$ cat config.mk
export PLATFORM = sky130hd
export DESIGN_NAME = cmp_share_arbiter_flat
export DESIGN_NICKNAME = d
export VERILOG_FILES = /design/src/rtl/cmp_share_arbiter_pkg.sv /design/src/rtl/cmp_share_arbiter_if.sv /design/src/rtl/cmp_share_arbiter_arb.sv /design/src/rtl/signed_compare_32bit.sv /design/src/rtl/cmp_share_arbiter.sv /design/src/flat_wrapper.sv
export SDC_FILE = /design/constraint.sdc
export NUM_CORES = 1
export LEC_CHECK = 0
export ABC_AREA = 1
export CORE_UTILIZATION = 41
export DETAILED_ROUTE_END_ITERATION = 8
export PLACE_DENSITY = 0.77
export SKIP_LAST_GASP = 1
export SLEW_MARGIN = 20
export SYNTH_ARGS = -nofsm -noshare
export SYNTH_HDL_FRONTEND = slang
export SYNTH_SLANG_ARGS = --single-unit
$ cat constraint.sdc
create_clock -name clk -period 3.6 [get_ports clk]
set_clock_uncertainty 0.1 [all_clocks]
set_input_delay 0.72 -clock clk [delete_from_list [all_inputs] [get_ports clk]]
set_output_delay 0.72 -clock clk [all_outputs]
set_load 0.005 [all_outputs]
$ cat src/rtl/cmp_share_arbiter_pkg.sv
// Shared definitions for the comparator-sharing arbiter: compare op codes, port ids and op decode.
// Optional build macro CMP_PRIO_BRANCH_EN (see cmp_rr_arb2) selects fixed branch priority.
package cmp_arb_pkg;

    localparam int DATA_W   = 32;
    localparam int CMP_OP_W = 3;

    localparam logic [CMP_OP_W-1:0] CMP_OP_EQ = 3'd0;
    localparam logic [CMP_OP_W-1:0] CMP_OP_NE = 3'd1;
    localparam logic [CMP_OP_W-1:0] CMP_OP_LT = 3'd2;
    localparam logic [CMP_OP_W-1:0] CMP_OP_GE = 3'd3;
    localparam logic [CMP_OP_W-1:0] CMP_OP_GT = 3'd4;
    localparam logic [CMP_OP_W-1:0] CMP_OP_LE = 3'd5;

    localparam int PORT_BR  = 0;
    localparam int PORT_ALU = 1;

    // Reserved op codes still produce a response, with a 0 result.
    function automatic logic cmp_decode(input logic [CMP_OP_W-1:0] op,
                                        input logic bigger,
                                        input logic equal,
                                        input logic less);
        case (op)
            CMP_OP_EQ: return equal;
            CMP_OP_NE: return ~equal;
            CMP_OP_LT: return less;
            CMP_OP_GE: return ~less;
            CMP_OP_GT: return bigger;
            CMP_OP_LE: return ~bigger;
            default:   return 1'b0;
        endcase
    endfunction

endpackage

$ cat src/rtl/cmp_share_arbiter_if.sv
// Request/response bundle between the two requesters (master) and the shared comparator (slave).
// Optional build macro CMP_PRIO_BRANCH_EN does not change this interface.
interface cmp_share_arbiter_if
    import cmp_arb_pkg::*;
#(
    parameter int TAG_W = 4
);
    logic                    flush;
    logic [1:0]              req_valid;
    logic [1:0]              req_ready;
    logic [2*DATA_W-1:0]     req_a;
    logic [2*DATA_W-1:0]     req_b;
    logic [1:0]              req_signed;
    logic [2*CMP_OP_W-1:0]   req_op;
    logic [2*TAG_W-1:0]      req_tag;
    logic [1:0]              resp_valid;
    logic                    resp_result;
    logic [TAG_W-1:0]        resp_tag;
    logic                    busy;

    modport master (
        output flush, req_valid, req_a, req_b, req_signed, req_op, req_tag,
        input  req_ready, resp_valid, resp_result, resp_tag, busy
    );

    modport slave (
        input  flush, req_valid, req_a, req_b, req_signed, req_op, req_tag,
        output req_ready, resp_valid, resp_result, resp_tag, busy
    );

endinterface

$ cat src/rtl/cmp_share_arbiter_arb.sv
// Two-way grant for cmp_rr_arb2: round-robin on ties by default; with CMP_PRIO_BRANCH_EN defined,
// the branch port always wins and no last-grant state exists.
module cmp_rr_arb2 (
    input  logic       clk,
    input  logic       rst,
    input  logic [1:0] i_valid,
    input  logic       i_flush,
    output logic [1:0] o_ready
);
    logic [1:0] w_grant;

`ifdef CMP_PRIO_BRANCH_EN
    always_comb begin
        w_grant = 2'b00;
        if (i_valid[0])      w_grant = 2'b01;
        else if (i_valid[1]) w_grant = 2'b10;
    end
`else
    logic r_last_grant;

    // On a tie the port that did not win most recently is served.
    always_comb begin
        w_grant = i_valid;
        if (i_valid == 2'b11) w_grant = r_last_grant ? 2'b01 : 2'b10;
    end

    always_ff @(posedge clk) begin
        if (rst)            r_last_grant <= 1'b1;
        else if (|o_ready)  r_last_grant <= o_ready[1];
    end
`endif

    assign o_ready = w_grant & {2{~(i_flush | rst)}};

endmodule

$ cat src/rtl/signed_compare_32bit.sv
// Existing 32-bit comparator: enable selects two's-complement ordering, otherwise magnitude.
// Optional build macro CMP_PRIO_BRANCH_EN does not affect this module.
module signed_compare_32bit (
    input  logic [31:0] a,
    input  logic [31:0] b,
    input  logic        enable,
    output logic        bigger,
    output logic        equal,
    output logic        less
);
    always_comb begin
        equal = (a == b);
        if (enable) begin
            less   = ($signed(a) < $signed(b));
            bigger = ($signed(a) > $signed(b));
        end else begin
            less   = (a < b);
            bigger = (a > b);
        end
    end
endmodule

$ cat src/rtl/cmp_share_arbiter.sv
// Shares one 32-bit comparator between the branch unit (port 0) and the SLT path (port 1),
// two-stage pipeline; CMP_PRIO_BRANCH_EN selects fixed branch priority in the arbiter.
module cmp_share_arbiter
    import cmp_arb_pkg::*;
#(
    parameter int TAG_W = 4,
    parameter int NREQ  = 2
) (
    input logic              clk,
    input logic              rst,
    cmp_share_arbiter_if.slave bus
);
    logic [NREQ-1:0]     w_accept;
    logic                w_sel;
    logic                w_bigger;
    logic                w_equal;
    logic                w_less;
    logic                w_res;

    logic                r_vld_p1;
    logic [DATA_W-1:0]   r_a_p1;
    logic [DATA_W-1:0]   r_b_p1;
    logic                r_sgn_p1;
    logic [CMP_OP_W-1:0] r_op_p1;
    logic [TAG_W-1:0]    r_tag_p1;
    logic                r_port_p1;

    logic                r_vld_p2;
    logic                r_res_p2;
    logic [TAG_W-1:0]    r_tag_p2;
    logic                r_port_p2;

    cmp_rr_arb2 u_arb (
        .clk     (clk),
        .rst     (rst),
        .i_valid (bus.req_valid),
        .i_flush (bus.flush),
        .o_ready (w_accept)
    );

    assign bus.req_ready = w_accept;
    assign w_sel         = w_accept[PORT_ALU];

    // Stage 1: capture the accepted request
    always_ff @(posedge clk) begin
        if (rst || bus.flush) r_vld_p1 <= 1'b0;
        else                  r_vld_p1 <= |w_accept;
    end

    always_ff @(posedge clk) begin
        if (|w_accept) begin
            r_a_p1    <= w_sel ? bus.req_a[DATA_W +: DATA_W]       : bus.req_a[0 +: DATA_W];
            r_b_p1    <= w_sel ? bus.req_b[DATA_W +: DATA_W]       : bus.req_b[0 +: DATA_W];
            r_sgn_p1  <= w_sel ? bus.req_signed[PORT_ALU]          : bus.req_signed[PORT_BR];
            r_op_p1   <= w_sel ? bus.req_op[CMP_OP_W +: CMP_OP_W]  : bus.req_op[0 +: CMP_OP_W];
            r_tag_p1  <= w_sel ? bus.req_tag[TAG_W +: TAG_W]       : bus.req_tag[0 +: TAG_W];
            r_port_p1 <= w_sel;
        end
    end

    signed_compare_32bit u_cmp (
        .a      (r_a_p1),
        .b      (r_b_p1),
        .enable (r_sgn_p1),
        .bigger (w_bigger),
        .equal  (w_equal),
        .less   (w_less)
    );

    assign w_res = cmp_decode(r_op_p1, w_bigger, w_equal, w_less);

    // Stage 2: register decoded result; flush kills the stage-1 entry here
    always_ff @(posedge clk) begin
        if (rst) begin
            r_vld_p2  <= 1'b0;
            r_res_p2  <= 1'b0;
            r_tag_p2  <= '0;
            r_port_p2 <= 1'b0;
        end else begin
            r_vld_p2 <= r_vld_p1 & ~bus.flush;
            if (r_vld_p1 && !bus.flush) begin
                r_res_p2  <= w_res;
                r_tag_p2  <= r_tag_p1;
                r_port_p2 <= r_port_p1;
            end
        end
    end

    assign bus.resp_valid[PORT_BR]  = r_vld_p2 & ~r_port_p2;
    assign bus.resp_valid[PORT_ALU] = r_vld_p2 &  r_port_p2;
    assign bus.resp_result          = r_res_p2;
    assign bus.resp_tag             = r_tag_p2;
    assign bus.busy                 = r_vld_p1;

endmodule

$ cat src/flat_wrapper.sv
// flat-port wrapper written by rule: the top's interface ports become plain ports
module cmp_share_arbiter_flat import cmp_arb_pkg::*;
#(
    parameter int TAG_W = 4,
    parameter int NREQ  = 2
)
  (clk, rst, bus_flush, bus_req_valid, bus_req_a, bus_req_b, bus_req_signed, bus_req_op, bus_req_tag, bus_req_ready, bus_resp_valid, bus_resp_result, bus_resp_tag, bus_busy);
  cmp_share_arbiter_if #(.TAG_W(TAG_W)) bus_i ();
  input logic clk;
  input logic rst;
  input wire logic [$bits(bus_i.flush)-1:0] bus_flush;
  input wire logic [$bits(bus_i.req_valid)-1:0] bus_req_valid;
  input wire logic [$bits(bus_i.req_a)-1:0] bus_req_a;
  input wire logic [$bits(bus_i.req_b)-1:0] bus_req_b;
  input wire logic [$bits(bus_i.req_signed)-1:0] bus_req_signed;
  input wire logic [$bits(bus_i.req_op)-1:0] bus_req_op;
  input wire logic [$bits(bus_i.req_tag)-1:0] bus_req_tag;
  output wire logic [$bits(bus_i.req_ready)-1:0] bus_req_ready;
  output wire logic [$bits(bus_i.resp_valid)-1:0] bus_resp_valid;
  output wire logic [$bits(bus_i.resp_result)-1:0] bus_resp_result;
  output wire logic [$bits(bus_i.resp_tag)-1:0] bus_resp_tag;
  output wire logic [$bits(bus_i.busy)-1:0] bus_busy;
  assign bus_i.flush = bus_flush;
  assign bus_i.req_valid = bus_req_valid;
  assign bus_i.req_a = bus_req_a;
  assign bus_i.req_b = bus_req_b;
  assign bus_i.req_signed = bus_req_signed;
  assign bus_i.req_op = bus_req_op;
  assign bus_i.req_tag = bus_req_tag;
  assign bus_req_ready = bus_i.req_ready;
  assign bus_resp_valid = bus_i.resp_valid;
  assign bus_resp_result = bus_i.resp_result;
  assign bus_resp_tag = bus_i.resp_tag;
  assign bus_busy = bus_i.busy;
  cmp_share_arbiter #(.TAG_W(TAG_W), .NREQ(NREQ)) u_core (.clk(clk), .rst(rst), .bus(bus_i));
endmodule
# Word-level counts from Yosys, hierarchy flattened
# Cells that the tools add are included.
[totals]
ff_bits = 82
output_inout_bits = 10
elab_cells = 49
[classes]
n_lt_le_gt_ge = 4
eq_ne = 7
n_mux = 10
bitwise = 11
n_reduce_logical = 5
[ops]
columns = ["op", "n"]
rows = [
  ["$gt A32 B32 Y1", 2],
  ["$lt A32 B32 Y1", 2],
  ["$mux W32", 2],
  ["$eq A32 B32 Y1", 1],
  ["$eq A3 B2 Y1 const B", 2],
  ["$eq A3 B3 Y1 const B", 2],
  ["$not A1 Y1", 6],
  ["$pmux W1 S6", 1],
  ["$mux W2", 2],
  ["$mux W4", 1],
  ["$and A1 B1 Y1", 3],
  ["$eq A3 B1 Y1 const B", 1],
  ["$logic_not A3 Y1", 1],
  ["$mux W1", 3],
  ["$mux W3", 1],
  ["$and A2 B2 Y2", 1],
  ["$eq A2 B2 Y1 const B", 1],
  ["$reduce_or A2 Y1", 1],
  ["$logic_and A1 B1 Y1", 1],
  ["$logic_not A1 Y1", 1],
  ["$logic_or A1 B1 Y1", 1],
  ["$or A1 B1 Y1", 1],
]

# Logic depth before layout (Yosys ltp)
[depth]
ltp_word = 4
ltp_mapped = 20
ltp_nobuf = 20

# Cells and area by module
# Synthesis repeated with hierarchy kept, for this count alone.
[hier_totals]
hier_cells = 518
hier_area_um2 = 4449.3
[by_module_without_submodules]
columns = ["module", "n_inst", "cells_each", "area_each_um2", "seq_area_each_um2"]
rows = [
  ["cmp_share_arbiter", 1, 361, 3467.1, 2352.3],
  ["signed_compare_32bit", 1, 146, 914.6, 0.0],
  ["cmp_rr_arb2", 1, 11, 67.6, 20.0],
]

# Least setup slack after synthesis
# Ideal clock, no wire load.
[synth_path]
path_kind = "input to register"
startpoint = "input port rst"
endpoint = "register u_core.r_a_p1[0], enable pin"
setup_ns = 0.433
arrival_ns = 2.969
required_ns = 3.067
path_slack_ns = 0.097
path_stages = 4
n_path_buf = 1
cell_sequence = "buf_2 -> nor4_1 -> inv_2 -> nand2_1"
[synth_via]
elab_chain_len = 4
[synth_lines]
columns = ["item", "line", "text"]
rows = [
  ["start, declared", "flat_wrapper.sv:10", "input logic rst;"],
  ["$or A1 B1 Y1", "cmp_share_arbiter_arb.sv:33", "assign o_ready = w_grant & {2{~(i_flush | rst)}};"],
  ["$not A1 Y1", "cmp_share_arbiter_arb.sv:33", ""],
  ["$and A2 B2 Y2", "cmp_share_arbiter_arb.sv:33", ""],
  ["net bus_req_ready[0]", "flat_wrapper.sv:18", "output wire logic [$bits(bus_i.req_ready)-1:0] bus_req_ready;"],
  ["$reduce_or A2 Y1", "cmp_share_arbiter.sv:51", "if (|w_accept) begin"],
  ["end signal, assigned", "cmp_share_arbiter.sv:52", "r_a_p1 <= w_sel ? bus.req_a[DATA_W +: DATA_W] : bus.req_a[0 +: DATA_W];"],
  ["end, declared", "cmp_share_arbiter.sv:21", "logic [DATA_W-1:0] r_a_p1;"],
]
# The timed path passes the listed nets, and every way through them passes these cells.
# A chain may end at the register's enable or synchronous reset.

# Worst setup path in the final report
[layout_path]
startpoint = "input port bus_flush"
endpoint = "output port bus_req_ready[0]"
[layout_via]
elab_chain_len = 3
[layout_lines]
columns = ["item", "line", "text"]
rows = [
  ["start, declared", "flat_wrapper.sv:11", "input wire logic [$bits(bus_i.flush)-1:0] bus_flush;"],
  ["$or A1 B1 Y1", "cmp_share_arbiter_arb.sv:33", ""],
  ["$not A1 Y1", "cmp_share_arbiter_arb.sv:33", ""],
  ["$and A2 B2 Y2", "cmp_share_arbiter_arb.sv:33", ""],
  ["end, declared", "flat_wrapper.sv:18", ""],
]
# Every way passes these cells.

==> impl_metrics.json <==
{
  "status": "completed",
  "p_comb_share_pct": 18.0,
  "max_freq_ghz": 0.327,
  "post-route-period-util_pct": 85.0,
  "synthesis.nets": 702,
  "antenna_found_initial": 0,
  "slowest_delay_ns": 0.60,
  "cts.sinks": 82,
  "worst_pin_slew_ns": 0.679,
  "place_ws_ns": 0.551,
  "final_common_cell": "nand2_1",
  "arrival_ns": 2.24,
  "vias": 3704,
  "gp_congestion": 0.769,
  "power.density_nw_per_um2": 321,
  "async_flop_share_pct": 0,
  "final_cell_mix": "nand2_1, clkdlybuf4s50_1, edfxtp_1",
  "drtIter0Drc": 93,
  "htree_levels": 3,
  "ant_nets": 0,
  "worstPathRequired_ns": 2.78,
  "rsz0062_at_grt": "no",
  "ff_latch_area_um2": 2370,
  "core-area_um2": 10400,
  "wl_met3_um": 481,
  "finalCriticalPeriod_ns": 3.06,
  "drv_cap": 0,
  "fin_nets": 860,
  "worstSetupStartpointType": "input port",
  "ctsRootBufferMaster": "clkbuf_8",
  "path_class": "input port to output pin",
  "cts-resized-gates": 0,
  "initial_core_util_pct": 42.6,
  "grt_usage_pct": 16.9,
  "fp.dieH_um": 106,
  "ir_worst_vdd_mv": 0.139,
  "nFillCells": 880,
  "remaining_drc_errors": 0,
  "clk_pin_slew_worst_paths_ns": 0.08,
  "post_cts_buffers": 0,
  "slew_headroom_pct": 54.7,
  "vias_per_cell": 4.52,
  "diodes": 0,
  "met2_length_mm": 4.80,
  "hold_viol": 0,
  "multi_input_comb_area_um2": 1780,
  "numCtsBuffers": 9,
  "holdPathStages": 2,
  "synth.area.top_cells": "edfxtp_1, nand2_1, ha_1, dfxtp_1, inv_1",
  "swShare_pct": 23.3,
  "postSynthAreaPerCell_um2": 8.48,
  "io_buffers": 158,
  "synth_top_flop_cell": "edfxtp_1",
  "dp_hpwl_mm": 7.22,
  "seqPwrFrac_pct": 54.6,
  "grt_max_degree": 74,
  "synth_seq_cells": 82,
  "rows": 37,
  "yosysSeqAreaShare_pct": 53.7,
  "netlist_area_um2": 4420,
  "grt_pass1_wl_mm": 15.1,
  "synthDistinctLibCells": 25,
  "highest_layer": "met4",
  "hold_path.class": "flop to flop",
  "gr-total-overflow": 0,
  "yosysWarnings": 0,
  "critPathSlowestCell": "clkdlybuf4s50_1",
  "synth.largest_area_cell": "edfxtp_1",
  "setup_violations": 0,
  "area_growth_pct": 43.1,
  "die_area_um2": 11200,
  "syn_inst": 521,
  "clock_power_share_pct": 27.4,
  "die-width_um": 106,
  "critPathMaxFanout": 3,
  "clkLatencyLatePin_ns": 0.34,
  "routedWlPerCell_um": 11.1,
  "grt_pass1_vias": 3708,
  "drive_gt1_share_pct": 5.56,
  "wl_met1_mm": 3.70,
  "crit_chain": "clkdlybuf4s50_1, nor4_1, clkdlybuf4s50_1",
  "tritoncts": "done",
  "cts_hold_buf": 0,
  "synth_top_area_share_pct": 49.6,
  "clock_path_buffers": 2,
  "leakagePower_nw": 2.82,
  "tns_ns": 0,
  "synth_edf_count": 73,
  "crit_top_cell": "clkdlybuf4s50_1",
  "r2r_cells": 12,
  "worst_slack_ns": 0.539,
  "critPathCaptureType": "output pin",
  "drt_wl_total_mm": 9.08,
  "drt_first_pass_iters": 4,
  "slew_viol_final": 0,
  "p_int_mw": 1.56,
  "p_sw_mw": 0.473,
  "io_pins": 159
}
synth_stat cells (2+ instances only):
| master | instances |
|---|---|
| edfxtp_1 | 73 |
| nor2_2 | 2 |
| clkbuf_1 | 7 |
| buf_1 | 2 |
| inv_1 | 46 |
| a21oi_1 | 22 |
| nor2_1 | 15 |
| o21ai_0 | 2 |
| nand3_1 | 5 |
| nand4_1 | 3 |
| nand2_2 | 5 |
| nor3_1 | 3 |
| o21a_1 | 2 |
| dfxtp_1 | 9 |
| inv_2 | 6 |
| ha_1 | 32 |
| buf_2 | 7 |
| nand2_1 | 273 |
power by group through the flow:
stage / Sequential (mW) / Combinational [mW] / Clock [mW]
after global routing: 1.11 / 0.412 / 0.614
after CTS: 1.11 / 0.373 / 0.578
after detailed placement: 1.13 / 0.371 / 0
after floorplan: 1.13 / 0.158 / 0
after global placement: 1.13 / 0.360 / 0
final: 1.11 / 0.367 / 0.557
kinds of logic (layout without fill, tap and decap cells):
| family | after synthesis | after routing | synth area share (%) |
|---|---|---|---|
| fa+ha+maj | 32 | 32 | 9.06 |
| flops | 82 | 82 | 53.7 |
| buf+inv | 69 | 232 | 6.17 |
| compound gates | 29 | 29 | 3.68 |
| simple gates | 309 | 309 | 27.4 |
area by class of cell:
type | count | share of cell area, %
clock buffers | 11 | 2.08
clock inverters | 5 | 0.514
inverters | 53 | 3.22
multi-input cells | 370 | 28.2
flip-flops and latches | 82 | 37.5
well taps | 136 | 2.69
repair buffers | 163 | 25.8
worst paths after layout:
kind | from | end | slack [ns]
worst max register to register | u_core.r_a_p1[31] | u_core.bus.resp_result | 1.50
worst min-delay path | u_core.bus.resp_tag[3] | u_core.bus.resp_tag[3] | 0.37
worst min register to register | u_core.bus.resp_tag[3] | u_core.bus.resp_tag[3] | 0.37
worst max-delay path | bus_flush | bus_req_ready[0] | 0.54
worst max-delay path, delay by kind of cell:
family / cells / cell delay, ns
buf+inv: 2 / 1.06
simple gates: 1 / 0.46
stage by stage:
stage	area (um2)	instances	hold slack, ns	total power, mW	utilization, %
finish	6330	820	0.367	2.03	61.0
floorplan	4420	521	0.355	1.29	-
global placement	6160	804	0.350	1.49	59.4
detailed placement	6160	804	0.351	1.50	59.4
global route	6330	820	0.404	2.14	61.0
CTS	6330	820	0.364	2.06	61.0
sequential cells by signal (all words and copies together), names as in the netlist:
signal / cells
u_core.r_a_p1: 32
u_core.r_tag_p1: 4
u_core.bus.resp_result: 1
u_core.bus.resp_tag: 4
u_core.r_port_p2: 1
u_core.u_arb.r_last_grant: 1
u_core.r_vld_p2: 1
u_core.r_port_p1: 1
u_core.r_op_p1: 3
u_core.r_sgn_p1: 1
u_core.r_b_p1: 32
u_core.bus.busy: 1
metal layers:
metal,vias to the layer above,track usage [%]
met1,1618,17.7
met5,-,0
li1,1971,-
met2,106,33.6
met3,9,3.03
met4,0,5.36
Power figures use the tool's default switching activity.
